File: src/rtl/uart_char_rx.sv
// UART 8N1 receiver that filters bytes to 7-bit ASCII and queues them for the parser.
// Latency: stop sample at edge T, FIFO write at T+1, char_valid high after edge T+2 (empty FIFO, hold=0).
// Backpressure: hold pauses FIFO output; a byte that arrives at a full FIFO with no pop is dropped and flagged.
module uart_char_rx #(
    parameter int CLKS_PER_BIT = 16,
    parameter int FIFO_DEPTH   = 8,
    parameter int DROP_CR      = 1
) (
    input  logic                          clk,
    input  logic                          rst,
    input  logic                          rxd,
    input  logic                          hold,
    input  logic                          clear_err,
    output logic [6:0]                    ascii_char,
    output logic                          char_valid,
    output logic [$clog2(FIFO_DEPTH):0]   fifo_level,
    output logic                          framing_err,
    output logic                          nonascii_err,
    output logic                          overrun_err
);

    localparam int CNT_W = $clog2(CLKS_PER_BIT);
    localparam int AW    = $clog2(FIFO_DEPTH);
    localparam int LVL_W = AW + 1;

    localparam logic [CNT_W-1:0] HALF_LAST = CNT_W'(CLKS_PER_BIT / 2 - 1);
    localparam logic [CNT_W-1:0] BIT_LAST  = CNT_W'(CLKS_PER_BIT - 1);
    localparam logic [LVL_W-1:0] LVL_FULL  = LVL_W'(FIFO_DEPTH);

    typedef enum logic [1:0] {
        IDLE  = 2'd0,
        START = 2'd1,
        DATA  = 2'd2,
        STOP  = 2'd3
    } state_t;

    // Synchronizer and receive state
    logic             rx_meta_q, rxs_q;
    state_t           state_q, state_d;
    logic [CNT_W-1:0] cnt_q, cnt_d;
    logic [2:0]       bit_idx_q, bit_idx_d;
    logic [7:0]       shift_q, shift_d;
    logic             stop_vld_q, stop_vld_d;
    logic             stop_ok_q, stop_ok_d;

    // FIFO and output state
    logic [6:0]       mem [FIFO_DEPTH];
    logic [AW-1:0]    wr_ptr_q, rd_ptr_q;
    logic [LVL_W-1:0] level_q, level_d;
    logic [6:0]       ascii_q;
    logic             valid_q;
    logic             framing_q, nonascii_q, overrun_q;

    // Filter / FIFO control
    logic push_req, push, pop, full;
    logic fe_set, ne_set, oe_set;

    // Two-flop synchronizer; idles high so reset release never looks like a start bit
    always_ff @(posedge clk or negedge rst) begin
        if (!rst) begin
            rx_meta_q <= 1'b1;
            rxs_q     <= 1'b1;
        end else begin
            rx_meta_q <= rxd;
            rxs_q     <= rx_meta_q;
        end
    end

    // Receive FSM state register
    always_ff @(posedge clk or negedge rst) begin
        if (!rst) begin
            state_q    <= IDLE;
            cnt_q      <= '0;
            bit_idx_q  <= '0;
            shift_q    <= '0;
            stop_vld_q <= 1'b0;
            stop_ok_q  <= 1'b0;
        end else begin
            state_q    <= state_d;
            cnt_q      <= cnt_d;
            bit_idx_q  <= bit_idx_d;
            shift_q    <= shift_d;
            stop_vld_q <= stop_vld_d;
            stop_ok_q  <= stop_ok_d;
        end
    end

    // Receive FSM next state: mid-bit sampling, LSB first; leaves STOP on the sample edge
    always_comb begin
        state_d    = state_q;
        cnt_d      = cnt_q;
        bit_idx_d  = bit_idx_q;
        shift_d    = shift_q;
        stop_vld_d = 1'b0;
        stop_ok_d  = stop_ok_q;
        case (state_q)
            IDLE: begin
                if (!rxs_q) begin
                    state_d   = START;
                    cnt_d     = '0;
                    bit_idx_d = '0;
                end
            end
            START: begin
                if (cnt_q == HALF_LAST) begin
                    cnt_d   = '0;
                    state_d = rxs_q ? IDLE : DATA;
                end else begin
                    cnt_d = cnt_q + CNT_W'(1);
                end
            end
            DATA: begin
                if (cnt_q == BIT_LAST) begin
                    cnt_d   = '0;
                    shift_d = {rxs_q, shift_q[7:1]};
                    if (bit_idx_q == 3'd7) begin
                        state_d = STOP;
                    end else begin
                        bit_idx_d = bit_idx_q + 3'd1;
                    end
                end else begin
                    cnt_d = cnt_q + CNT_W'(1);
                end
            end
            STOP: begin
                if (cnt_q == BIT_LAST) begin
                    cnt_d      = '0;
                    stop_vld_d = 1'b1;
                    stop_ok_d  = rxs_q;
                    state_d    = IDLE;
                end else begin
                    cnt_d = cnt_q + CNT_W'(1);
                end
            end
            default: state_d = IDLE;
        endcase
    end

    // Character filter and FIFO push/pop decisions; shift_q is stable until the next frame's data bits
    always_comb begin
        full     = (level_q == LVL_FULL);
        pop      = (level_q != '0) && !hold;
        fe_set   = stop_vld_q && !stop_ok_q;
        ne_set   = stop_vld_q && stop_ok_q && shift_q[7];
        push_req = stop_vld_q && stop_ok_q && !shift_q[7] &&
                   !((DROP_CR != 0) && (shift_q == 8'h0D));
        push     = push_req && (!full || pop);
        oe_set   = push_req && full && !pop;
        level_d  = level_q;
        if (push && !pop) begin
            level_d = level_q + LVL_W'(1);
        end else if (pop && !push) begin
            level_d = level_q - LVL_W'(1);
        end
    end

    // FIFO storage; contents need no reset because the pointers gate visibility
    always_ff @(posedge clk) begin
        if (push) begin
            mem[wr_ptr_q] <= shift_q[6:0];
        end
    end

    // FIFO pointers, occupancy, output strobe and sticky error flags (set beats clear)
    always_ff @(posedge clk or negedge rst) begin
        if (!rst) begin
            wr_ptr_q   <= '0;
            rd_ptr_q   <= '0;
            level_q    <= '0;
            ascii_q    <= '0;
            valid_q    <= 1'b0;
            framing_q  <= 1'b0;
            nonascii_q <= 1'b0;
            overrun_q  <= 1'b0;
        end else begin
            level_q <= level_d;
            valid_q <= pop;
            if (push) begin
                wr_ptr_q <= wr_ptr_q + AW'(1);
            end
            if (pop) begin
                rd_ptr_q <= rd_ptr_q + AW'(1);
                ascii_q  <= mem[rd_ptr_q];
            end
            framing_q  <= (framing_q  && !clear_err) || fe_set;
            nonascii_q <= (nonascii_q && !clear_err) || ne_set;
            overrun_q  <= (overrun_q  && !clear_err) || oe_set;
        end
    end

    assign ascii_char   = ascii_q;
    assign char_valid   = valid_q;
    assign fifo_level   = level_q;
    assign framing_err  = framing_q;
    assign nonascii_err = nonascii_q;
    assign overrun_err  = overrun_q;

endmodule

File: config.mk
export PLATFORM = sky130hd
export DESIGN_NAME = uart_char_rx
export DESIGN_NICKNAME = d
export VERILOG_FILES = /design/src/rtl/uart_char_rx.sv
export SDC_FILE = /design/constraint.sdc
export NUM_CORES = 1
export LEC_CHECK = 0
export BUFFER_PORTS_ARGS = -buffer_cell sky130_fd_sc_hd__buf_2
export CORE_MARGIN = 4
export CORE_UTILIZATION = 41
export CTS_CLUSTER_DIAMETER = 60
export DETAILED_ROUTE_END_ITERATION = 10
export GPL_TIMING_DRIVEN = 0
export PLACE_DENSITY_LB_ADDON = 0.08
export SYNTH_ARGS = -nofsm -noshare
export SYNTH_HDL_FRONTEND = slang
export SYNTH_SLANG_ARGS = --single-unit
File: constraint.sdc
create_clock -name clk -period 6.4 [get_ports clk]
set_input_delay 1.28 -clock clk [delete_from_list [all_inputs] [get_ports clk]]
set_output_delay 1.28 -clock clk [all_outputs]
set_load 0.05 [all_outputs]
==> impl_metrics.yaml <==
pwr:
  p_per_area_nw_per_um2: 399
  vdd_ir_drop_max_mv: 0.160
  combPwrFrac_pct: 33.9
  p_switching_w: 0.000700
  p_int_w: 0.00114
  power_w: 0.00184
  clock_power_share_pct: 21.0
  p_leak_nw: 1.82
  p_sw_share_pct: 38.0
  seqPwrFrac_pct: 45.1
placed_design:
  dpl_cell_area_um2: 4420
  io_buffers: 19
  gp_congestion: 0.800
  dpl.cell_count: 448
  place_hpwl_mm: 5.09
detailed_routing:
  drt_iter0_markers: 106
  viasPerCell: 5.12
  wire_per_inst_um: 16.3
  wl_mm: 7.56
  final_antenna_net_count: 0
  firstDrtPassIters: 4
  route.detailed.drc: 0
  vias: 2375
global_route:
  use_met1_pct: 19.5
  met2_usage_pct: 21.4
  grt_pass1_wl_mm: 12.1
  grt.busiest_layer: "met2"
  grt_max_degree: 43
  grtUsageMet3_pct: 2.31
  antenna_found_initial: 0
  grt_pass1_vias: 2247
  grt.total_usage_pct: 13.8
  grt.overflow.total: 0
logic_synthesis:
  synth_nets: 310
  ys_seq_area_share_pct: 65.8
  yosysTopAreaCell: "edfxtp_1"
  synthDistinctLibCells: 43
  synth-async-reset-ratio_pct: 42.9
  yosysWarnings: 0
  netlist_instances: 296
  synthFlopType: "edfxtp_1"
  synth-edff-count: 56
  ys_top_cells_by_area: "edfxtp_1 (40%), dfrtp_1 (24%), mux2i_1 (7.0%)"
  synth_top_area_share_pct: 40.4
  avgSynthCellArea_um2: 14.0
  ys_ff_latch: 98
  synth_area_um2: 4160
clock_network:
  cts_resized: 0
  clk_latency_ns: 0.35
  cts_tree: "done"
  ctsHoldBuffers: 0
  cts_sinks: 98
  clkTransAtPathRegs_ns: 0.09
  cts_buffer_depth: 2
  cts_max_level: 3
  clock_tree.root_cell: "clkbuf_8"
  post_cts_buffers: 0
  numCtsBuffers: 9
sta:
  final.min_clock_period_ns: 3.11
  clock_skew_ns: 0.0114
  fin_crit_sh_pct: 48.6
  worst_pin_slew_ns: 1.02
  fmax_mhz: 321
  hold_violations: 0
  setup-violations-final: 0
  relSlewSlack_pct: 31.6
  rsz0062_at_grt: "false"
  slew_viol_final: 0
  fin_setup_tns_ns: 0
floorplan:
  die_area_um2: 11800
  fp.coreArea_um2: 9820
  start_util_pct: 42.3
  row_count: 36
  die_x_um: 109
  die_h_um: 109
  pin_count: 20
finish:
  area_growth_pct: 11.0
  design_area_um2: 4620
  final_util_pct: 47.0
  layout.nets: 340
  diodes: 0
  drive_gt1_share_pct: 17.8
  fillers: 901
  finalNonFillerCells: 464
worst_setup_path:
  required_ns: 6.63
  cp-start-kind: "input pin"
  path_max_fanout: 10
  critical_path_class: "in2reg"
  worst_ep_arrival_time_ns: 3.34
  cp-end-kind: "register"
run_status:
  status: "finished, final reports clean"
job:
  cap_violations: 0
hold_path:
  hold_class: "reg2reg"
[area by class of cell]
| cell class | instances | area, um^2 | area share (%) |
|---|---|---|---|
| plain buffers | 9 | 43.8 | 0.949 |
| clock buffers | 11 | 163 | 3.52 |
| clock inverters | 5 | 35.0 | 0.759 |
| inverters | 11 | 41.3 | 0.894 |
| multi-input cells | 178 | 1340 | 29.0 |
| flip-flops and latches | 98 | 2740 | 59.2 |
| well taps | 133 | 166 | 3.60 |
| repair buffers | 19 | 95.1 | 2.06 |
[Yosys cell counts, types with 8 or more instances]
master,number
o21ai_0,18
nand3_1,14
nor3_1,8
nand2_1,18
mux2_2,11
dfrtp_1,40
a22oi_1,16
ha_1,8
mux2i_1,29
nor2_1,12
edfxtp_1,56
inv_1,11
[routing by layer]
metal / up-vias / part of all wire (%)
met5: - / 0
met4: 0 / 0.87
met3: 7 / 2.6
met2: 27 / 48
met1: 1171 / 49
li1: 1170 / -
[sequential cells by signal, indices dropped and copies added (netlist names), named ones only]
name	cells
state_q	1
rx_meta_q	1
framing_err	1
shift_q	8
fifo_level	4
rd_ptr_q	3
ascii_char	7
stop_ok_q	1
mem	56
nonascii_err	1
bit_idx_q	3
char_valid	1
overrun_err	1
cnt_q	4
wr_ptr_q	3
rxs_q	1
stop_vld_q	1
[cell usage in the layout, fill, tap and decap left out, types with 2 or more instances in the layout]
cell,count
ha_1,8
nand2_1,18
a22oi_1,16
o21ai_0,18
nand2b_1,3
dfstp_2,2
clkbuf_8,10
nor4_1,2
nand3_1,14
buf_4,2
buf_2,21
inv_1,11
clkinv_2,2
nand3b_1,3
dfrtp_1,40
mux2_2,11
clkbuf_1,5
nor2b_1,3
mux2i_1,29
nor3_1,8
o31ai_1,4
xor2_1,2
xnor2_1,4
nor2_1,12
a21oi_1,3
edfxtp_1,56
and3_1,2
[path summary, 6_finish.rpt]
kind	from	end	slack, ns	cells past startpoint
max in group asynchronous	rst	ascii_char[4]$_DFFE_PN0N_	4.72	1
max	hold	fifo_level[3]$_DFFE_PN0P_	3.29	10
min reg2reg	rx_meta_q$_DFF_PN1_	rxs_q$_DFF_PN1_	0.36	0
min	rx_meta_q$_DFF_PN1_	rxs_q$_DFF_PN1_	0.36	0
min in group asynchronous	rst	rd_ptr_q[2]$_DFFE_PN0N_	1.08	1
max reg2reg	shift_q[2]$_DFFE_PN0P_	fifo_level[3]$_DFFE_PN0P_	3.51	9
[critical path: stages]
cell,delay [ns]
buf_2,0.15
nor2_1,0.19
buf_2,0.28
inv_1,0.08
ha_1,0.22
inv_1,0.17
ha_1,0.26
a21o_1,0.20
a2111oi_0,0.39
o31ai_1,0.13
[power by group through the flow]
| stage | Clock (W) | Sequential [W] | Combinational, W |
|---|---|---|---|
| floorplan | 0 | 0.000961 | 0.000356 |
| global placement | 0 | 0.000842 | 0.000622 |
| detailed placement | 0 | 0.000845 | 0.000629 |
| CTS | 0.000399 | 0.000832 | 0.000630 |
| global route | 0.000430 | 0.000846 | 0.000686 |
| finish | 0.000386 | 0.000831 | 0.000624 |
[stage by stage]
| step | setup slack (ns) | hold slack [ns] |
|---|---|---|
| after CTS | 3.30 | 0.365 |
| after detailed placement | 2.91 | 0.351 |
| after global placement | 2.89 | 0.346 |
| after global routing | 3.06 | 0.369 |
| final | 3.29 | 0.362 |
| after floorplan | 3.33 | 0.345 |
[cells by family after synthesis]
| logic type | Yosys count | share of synthesized area [%] |
|---|---|---|
| xor+xnor | 6 | 1.26 |
| flops | 98 | 65.8 |
| fa+ha+maj | 9 | 2.89 |
| compound gates | 49 | 7.88 |
| buf+inv | 20 | 2.05 |
| mux | 41 | 10.3 |
| simple gates | 73 | 9.81 |
Power figures use the tool's default switching activity.
